==> config.mk <==
export PLATFORM = sky130hd
export DESIGN_NAME = keyboard
export DESIGN_NICKNAME = d
export VERILOG_FILES = /design/src/rtl/keyboard_pkg.sv /design/src/rtl/keyboard_scan_tick_gen.sv /design/src/rtl/keyboard.sv
export SDC_FILE = /design/constraint.sdc
export NUM_CORES = 1
export LEC_CHECK = 0
export BUFFER_PORTS_ARGS = -buffer_cell sky130_fd_sc_hd__clkbuf_2
export CAP_MARGIN = 10
export CORE_AREA = 2 2 80 82
export CTS_BUF_LIST = sky130_fd_sc_hd__clkbuf_2 sky130_fd_sc_hd__clkbuf_4 sky130_fd_sc_hd__clkbuf_8
export DETAILED_ROUTE_END_ITERATION = 7
export DIE_AREA = 0 0 82 84
export PLACE_DENSITY = 0.71
export SLEW_MARGIN = 30
export SYNTH_ARGS = -nofsm -noshare
export SYNTH_HDL_FRONTEND = slang
export SYNTH_SLANG_ARGS = --single-unit
==> constraint.sdc <==
create_clock -name clk -period 3.8 [get_ports clk]
set_clock_uncertainty 0.2 [all_clocks]
set_input_delay 0 -clock clk [delete_from_list [all_inputs] [get_ports clk]]
set_output_delay 0 -clock clk [all_outputs]
set_load 0.02 [all_outputs]
==> src/rtl/keyboard_pkg.sv <==
`default_nettype none
// ============================================================================
//  Module   : keyboard_pkg
//  Purpose  : Shared constants, types and helpers for the 4x4 keypad scanner.
//             It defines the keypad geometry, the four one-cold row-drive
//             patterns and the row/column-to-key index mapping.
//  Ports    : none (package)
//  Revision : 1.0 - initial release
// ============================================================================
package keyboard_pkg;

  localparam int unsigned ROWS  = 4;
  localparam int unsigned COLS  = 4;
  localparam int unsigned KEY_W = ROWS * COLS;

  // Row index doubles as the scan state.
  typedef logic [1:0] row_idx_t;

  localparam logic [1:0] S_ROW0 = 2'd0;
  localparam logic [1:0] S_ROW1 = 2'd1;
  localparam logic [1:0] S_ROW2 = 2'd2;
  localparam logic [1:0] S_ROW3 = 2'd3;

  // One-cold row drive: the driven row is pulled low.
  localparam logic [3:0] ROW0 = 4'b1110;
  localparam logic [3:0] ROW1 = 4'b1101;
  localparam logic [3:0] ROW2 = 4'b1011;
  localparam logic [3:0] ROW3 = 4'b0111;

  // Flat key index for a row/column pair.
  function automatic int unsigned idx(input int unsigned r, input int unsigned c);
    return r * COLS + c;
  endfunction

  function automatic logic [3:0] row_drive(input row_idx_t r);
    logic [3:0] drv;
    drv = ROW0;
    case (r)
      S_ROW0:  drv = ROW0;
      S_ROW1:  drv = ROW1;
      S_ROW2:  drv = ROW2;
      S_ROW3:  drv = ROW3;
      default: drv = ROW0;
    endcase
    return drv;
  endfunction

endpackage : keyboard_pkg
`default_nettype wire

==> src/rtl/keyboard_scan_tick_gen.sv <==
`default_nettype none
// ============================================================================
//  Module   : scan_tick_gen
//  Purpose  : Row-dwell divider. It counts 0..NUM_FOR_200HZ-1, wraps to 0, and
//             raises tick for the single clock in which the count is at
//             its terminal value.
//  Ports    : clk   - system clock
//             rst_n - asynchronous active-low reset
//             tick  - one-clock pulse at the end of each row dwell
//  Revision : 1.0 - initial release
// ============================================================================
module scan_tick_gen #(
  parameter int unsigned NUM_FOR_200HZ = 250000
) (
  input  logic clk,
  input  logic rst_n,
  output logic tick
);

  localparam int unsigned       CNT_W   = (NUM_FOR_200HZ > 1) ? $clog2(NUM_FOR_200HZ) : 1;
  localparam logic [CNT_W-1:0]  CNT_MAX = CNT_W'(NUM_FOR_200HZ - 1);

  logic [CNT_W-1:0] cnt_q;
  logic [CNT_W-1:0] cnt_d;

  always_comb begin
    tick  = (cnt_q == CNT_MAX);
    cnt_d = tick ? '0 : cnt_q + 1'b1;
  end

  always_ff @(posedge clk or negedge rst_n) begin
    if (!rst_n) begin
      cnt_q <= '0;
    end else begin
      cnt_q <= cnt_d;
    end
  end

endmodule : scan_tick_gen
`default_nettype wire

==> src/rtl/keyboard.sv <==
`default_nettype none
// ============================================================================
//  Module   : keyboard
//  Purpose  : 4x4 matrix keypad scanner. It drives one row low per dwell period
//             and latches that row's active-low columns at the end of the
//             dwell. It keeps a held-key map and pulses once per new press.
//             The slow scan rate is also the contact debounce.
//  Ports    : clk       - system clock
//             rst_n     - asynchronous active-low reset
//             col[3:0]  - keypad columns, active low, asynchronous to clk
//             row[3:0]  - registered one-cold row drive
//             key_out   - held-key map, bit = row_idx*4 + col_idx
//             key_pulse - one-clock pulse per key on each 0->1 of key_out
//  Revision : 1.0 - initial release
// ============================================================================
module keyboard
  import keyboard_pkg::*;
#(
  parameter int unsigned NUM_FOR_200HZ = 250000
) (
  input  logic             clk,
  input  logic             rst_n,
  input  logic [COLS-1:0]  col,
  output logic [ROWS-1:0]  row,
  output logic [KEY_W-1:0] key_out,
  output logic [KEY_W-1:0] key_pulse
);

  logic tick;

  logic [COLS-1:0]  col_meta_q, col_meta_d;
  logic [COLS-1:0]  col_s_q,    col_s_d;
  row_idx_t         row_idx_q,  row_idx_d;
  logic [ROWS-1:0]  row_q,      row_d;
  logic [KEY_W-1:0] key_out_q,  key_out_d;
  // key_out delayed by one clock, used for rising-edge detection.
  logic [KEY_W-1:0] key_prev_q, key_prev_d;
  logic [KEY_W-1:0] key_pulse_q, key_pulse_d;

  scan_tick_gen #(
    .NUM_FOR_200HZ (NUM_FOR_200HZ)
  ) u_tick (
    .clk   (clk),
    .rst_n (rst_n),
    .tick  (tick)
  );

  always_comb begin
    // The columns are asynchronous, so they pass through two flops before use.
    col_meta_d = col;
    col_s_d    = col_meta_q;

    row_idx_d  = row_idx_q;
    row_d      = row_q;
    key_out_d  = key_out_q;

    if (tick) begin
      // Latch the row that is driven now. Then move the drive to the next row
      // on the same edge, so each row gets exactly one full dwell.
      for (int unsigned r = 0; r < ROWS; r++) begin
        if (row_idx_q == row_idx_t'(r)) begin
          key_out_d[idx(r, 0) +: COLS] = ~col_s_q;
        end
      end
      row_idx_d = row_idx_q + 2'd1;
      row_d     = row_drive(row_idx_q + 2'd1);
    end

    key_prev_d  = key_out_q;
    key_pulse_d = key_out_q & ~key_prev_q;
  end

  always_ff @(posedge clk or negedge rst_n) begin
    if (!rst_n) begin
      col_meta_q  <= '1;
      col_s_q     <= '1;
      row_idx_q   <= S_ROW0;
      row_q       <= ROW0;
      key_out_q   <= '0;
      key_prev_q  <= '0;
      key_pulse_q <= '0;
    end else begin
      col_meta_q  <= col_meta_d;
      col_s_q     <= col_s_d;
      row_idx_q   <= row_idx_d;
      row_q       <= row_d;
      key_out_q   <= key_out_d;
      key_prev_q  <= key_prev_d;
      key_pulse_q <= key_pulse_d;
    end
  end

  assign row       = row_q;
  assign key_out   = key_out_q;
  assign key_pulse = key_pulse_q;

endmodule : keyboard
`default_nettype wire

==> results by group <==
Die
  – Chip width: 82 microns
  – Core Region: between 6000 and 7000 sq um
  – Initial Utilization: 0.484
  – Num rows: 29
  – Die area: around 7000 sq um
  – Die Height: approximately 84 microns
  – I/O pin total: 42

Power and ir drop
  – Pwr dens: 459 nW/um^2
  – Maximum vdd drop: around 240 uV
  – Lkg Pwr: around 0.0017 uW

Clock network
  – Resize count post-CTS: 0
  – Hold-fix buffers, CTS: 5
  – Clk Latency, worst-skew pair: 350 ps
  – Longest Clk Path Bufs: 2
  – Clk slew on worst S/H paths: ~80 ps
  – Clk sinks: 80
  – CTS tree: yes
  – CTS buffer count: 9
  – Post-CTS Setup Bufs: 0
  – CTS root buffer: clkbuf_8
  – CTS H-tree depth: 3

Synth
  – Xor/xnor cell area share of the yosys netlist: 0.0445
  – Ys Warns: 0
  – Synthesis-stage register bit count: 80
  – Synth Net Count: 235
  – Synth Instances: between 200 and 250
  – Post-synth EDFFs: 0
  – Yosys cell types: 30
  – Synth Area in Compound Gates: 0.0805
  – Async set or reset register ratio after synthesis: 1.00
  – Top FF cell, synth: dfrtp_1
  – Main combinational cell family by area after synthesis: simple AND/OR/NAND/NOR gates
  – Sequential area share after synthesis: 0.683
  – Mean post-synth cell area: 13.3 sq um
  – Cell Area, Synth: approximately 3000 sq um
  – Post-Synth Simple-Gate Area: 0.128
  – Adder-cell share of the synthesized area: 0.0297
  – Mux cell area share after synthesis: 0.00678

Layout
  – Final net count: approximately 280
  – Layout cell share with drive strength beyond 1: 0.269
  – Final Cell Area: ~3500 sq um
  – # diodes: 0
  – Filler cells: between 400 and 500
  – Layout Utilization: 0.571
  – Area Overhead vs Synth: 18.0%
  – Commonest non-fill, non-tap cell in the layout: dfrtp_1
  – Commonest non-fill, non-tap cells in the layout: dfrtp_1, clkbuf_2, a31oi_1, nor2_1, nor2b_1

Setup path
  – CP startpoint: u_tick.cnt_q[0]
  – Worst r2r dst: u_tick.cnt_q[1]
  – Reg2reg start: u_tick.cnt_q[0]
  – Crit path kind: reg2reg
  – Worst path arrival time: around 2200 ps
  – Reg2Reg Setup Slack: approximately 1600 ps
  – Crit start category: flip-flop
  – Worst setup EP type: flip-flop
  – Worst setup endpoint: u_tick.cnt_q[1]
  – Worst-path fanout max: 18
  – R2r worst-path depth: 5
  – Req. time, crit path: roughly 3800 ps

Drt
  – DRT Pass-1 Iters: 4
  – Routed vias/inst: around 5.1
  – Total Wirelength: slightly above 5 mm
  – # DRC: 0
  – Via count: around 1800
  – Routed Antenna Nets: 0
  – WL/cell: 14.3 microns
  – Starting DRT DRC Count: between 100 and 150

Placed design
  – Port bufs: 41
  – Hpwl dp: ~3.3 mm
  – Post-DP Area: ~3200 sq um
  – GP Congestion: 0.827

Timing
  – Worst slew margin relative to its limit: 0.525
  – Max Freq: 0.455 GHz
  – Min Clock Period, post-route: 2200 ps
  – Final Hold Fails: 0
  – Tightest Pin Transition: between 700 and 800 ps
  – RSZ-0062 raised after global routing: no
  – Fin crit share: 0.578
  – Post-Route Setup TNS: 0 ps
  – # setup viols final: 0
  – Max-slew violations: 0

Job
  – Max-Cap Viols: 0

Worst hold path
  – HP Class: in2async

Global route
  – Pin count of the biggest net entering global routing: just over 80
  – Gr usage total: 0.170
  – Vias in the first global route: about 1800
  – Initial antenna violation count: 0
  – Gr ovfl total: 0
  – First-pass GRT wire length: about 8.6 mm

Run status
  – Outcome: completed
==> per-layer routing <==
metal	vias up	track usage	wire length, microns	share of wire
met5	-	0	0	0
met4	0	0.100	155	0.031
met3	13	0.0422	222	0.044
met2	48	0.237	2360	0.47
met1	861	0.238	2300	0.46
li1	873	-	-	-
==> flip-flops by register name, indices dropped and copies added, names as in the netlist <==
register	cells
col_meta_q	4
row_idx_q	2
key_out	16
row	4
key_pulse	16
key_prev_q	16
u_tick.cnt_q	18
col_s_q	4
==> worst max-delay path: stages, from the launching register on <==
cell,delay (ps)
dfrtp_1,400
ha_1,250
nand3_2,190
nor2_2,600
nand2_1,230
and2_1,220
==> where the power goes <==
part,total (uW),switching (uW),internal [uW]
clock network,715,304,411
logic,22.3,16.3,5.95
registers,862,3.60,859
==> cells in the mapped netlist (all sizes together) (3+ instances only) <==
cell type | n | area, sq um
a31oi | 30 | 188
dfrtp | 69 | 1730
xnor2 | 9 | 78.8
nand3 | 8 | 45.0
nor2b | 15 | 93.8
buf | 8 | 60.1
inv | 5 | 18.8
o21ai | 9 | 45.0
nor4 | 5 | 52.6
nand2 | 4 | 15.0
nand4 | 6 | 37.5
dfstp | 11 | 289
nor3 | 3 | 15.0
xor2 | 6 | 52.6
ha | 7 | 87.6
nor2 | 18 | 77.6
==> through the flow <==
stage | setup slack, ps | hold slack [ps] | instances | power [uW]
3_3_place_gp | 1720 | -112 | 331 | 898
4_1_cts | 1630 | 51.4 | 352 | 1620
3_5_place_dp | 1650 | -111 | 331 | 898
5_1_grt | 1410 | 67.8 | 352 | 1670
2_1_floorplan | 2100 | -496 | 222 | 878
6_report | 1600 | 45.8 | 352 | 1600
==> cells by family (layout without fill, tap and decap cells) <==
| family | count (synthesis) | count (layout) |
|---|---|---|
| adders and majority gates | 7 | 7 |
| AOI/OAI and AO/OA | 40 | 40 |
| buffers and inverters | 14 | 67 |
| DFF | 80 | 80 |
| xor gates and xnor gates | 15 | 15 |
| and+or+nand+nor | 64 | 64 |
| muxes | 2 | 2 |
==> area by class of cell <==
type                            count  area, sq um  share of cell area
Sequential cell                    80         2020               0.579
Tap cell                           77         96.3              0.0277
Clock buffer                       11          151              0.0435
Inverter                            5         18.8             0.00539
Timing Repair Buffer               46          262              0.0751
Clock inverter                      5         86.3              0.0248
Multi-Input combinational cell    128          853               0.245
==> worst min-delay path by stage <==
stage	start	end	slack (ps)	cells past startpoint
floorplan	rst_n	key_out[0]	-500	0
global placement	col[3]	col_meta_q[3]	-110	1
detailed placement	col[3]	col_meta_q[3]	-110	1
CTS	col[2]	col_meta_q[2]	50	2
global route	col[3]	col_meta_q[3]	70	2
finish	rst_n	key_out[12]	50	2
Power figures use the tool's default switching activity.
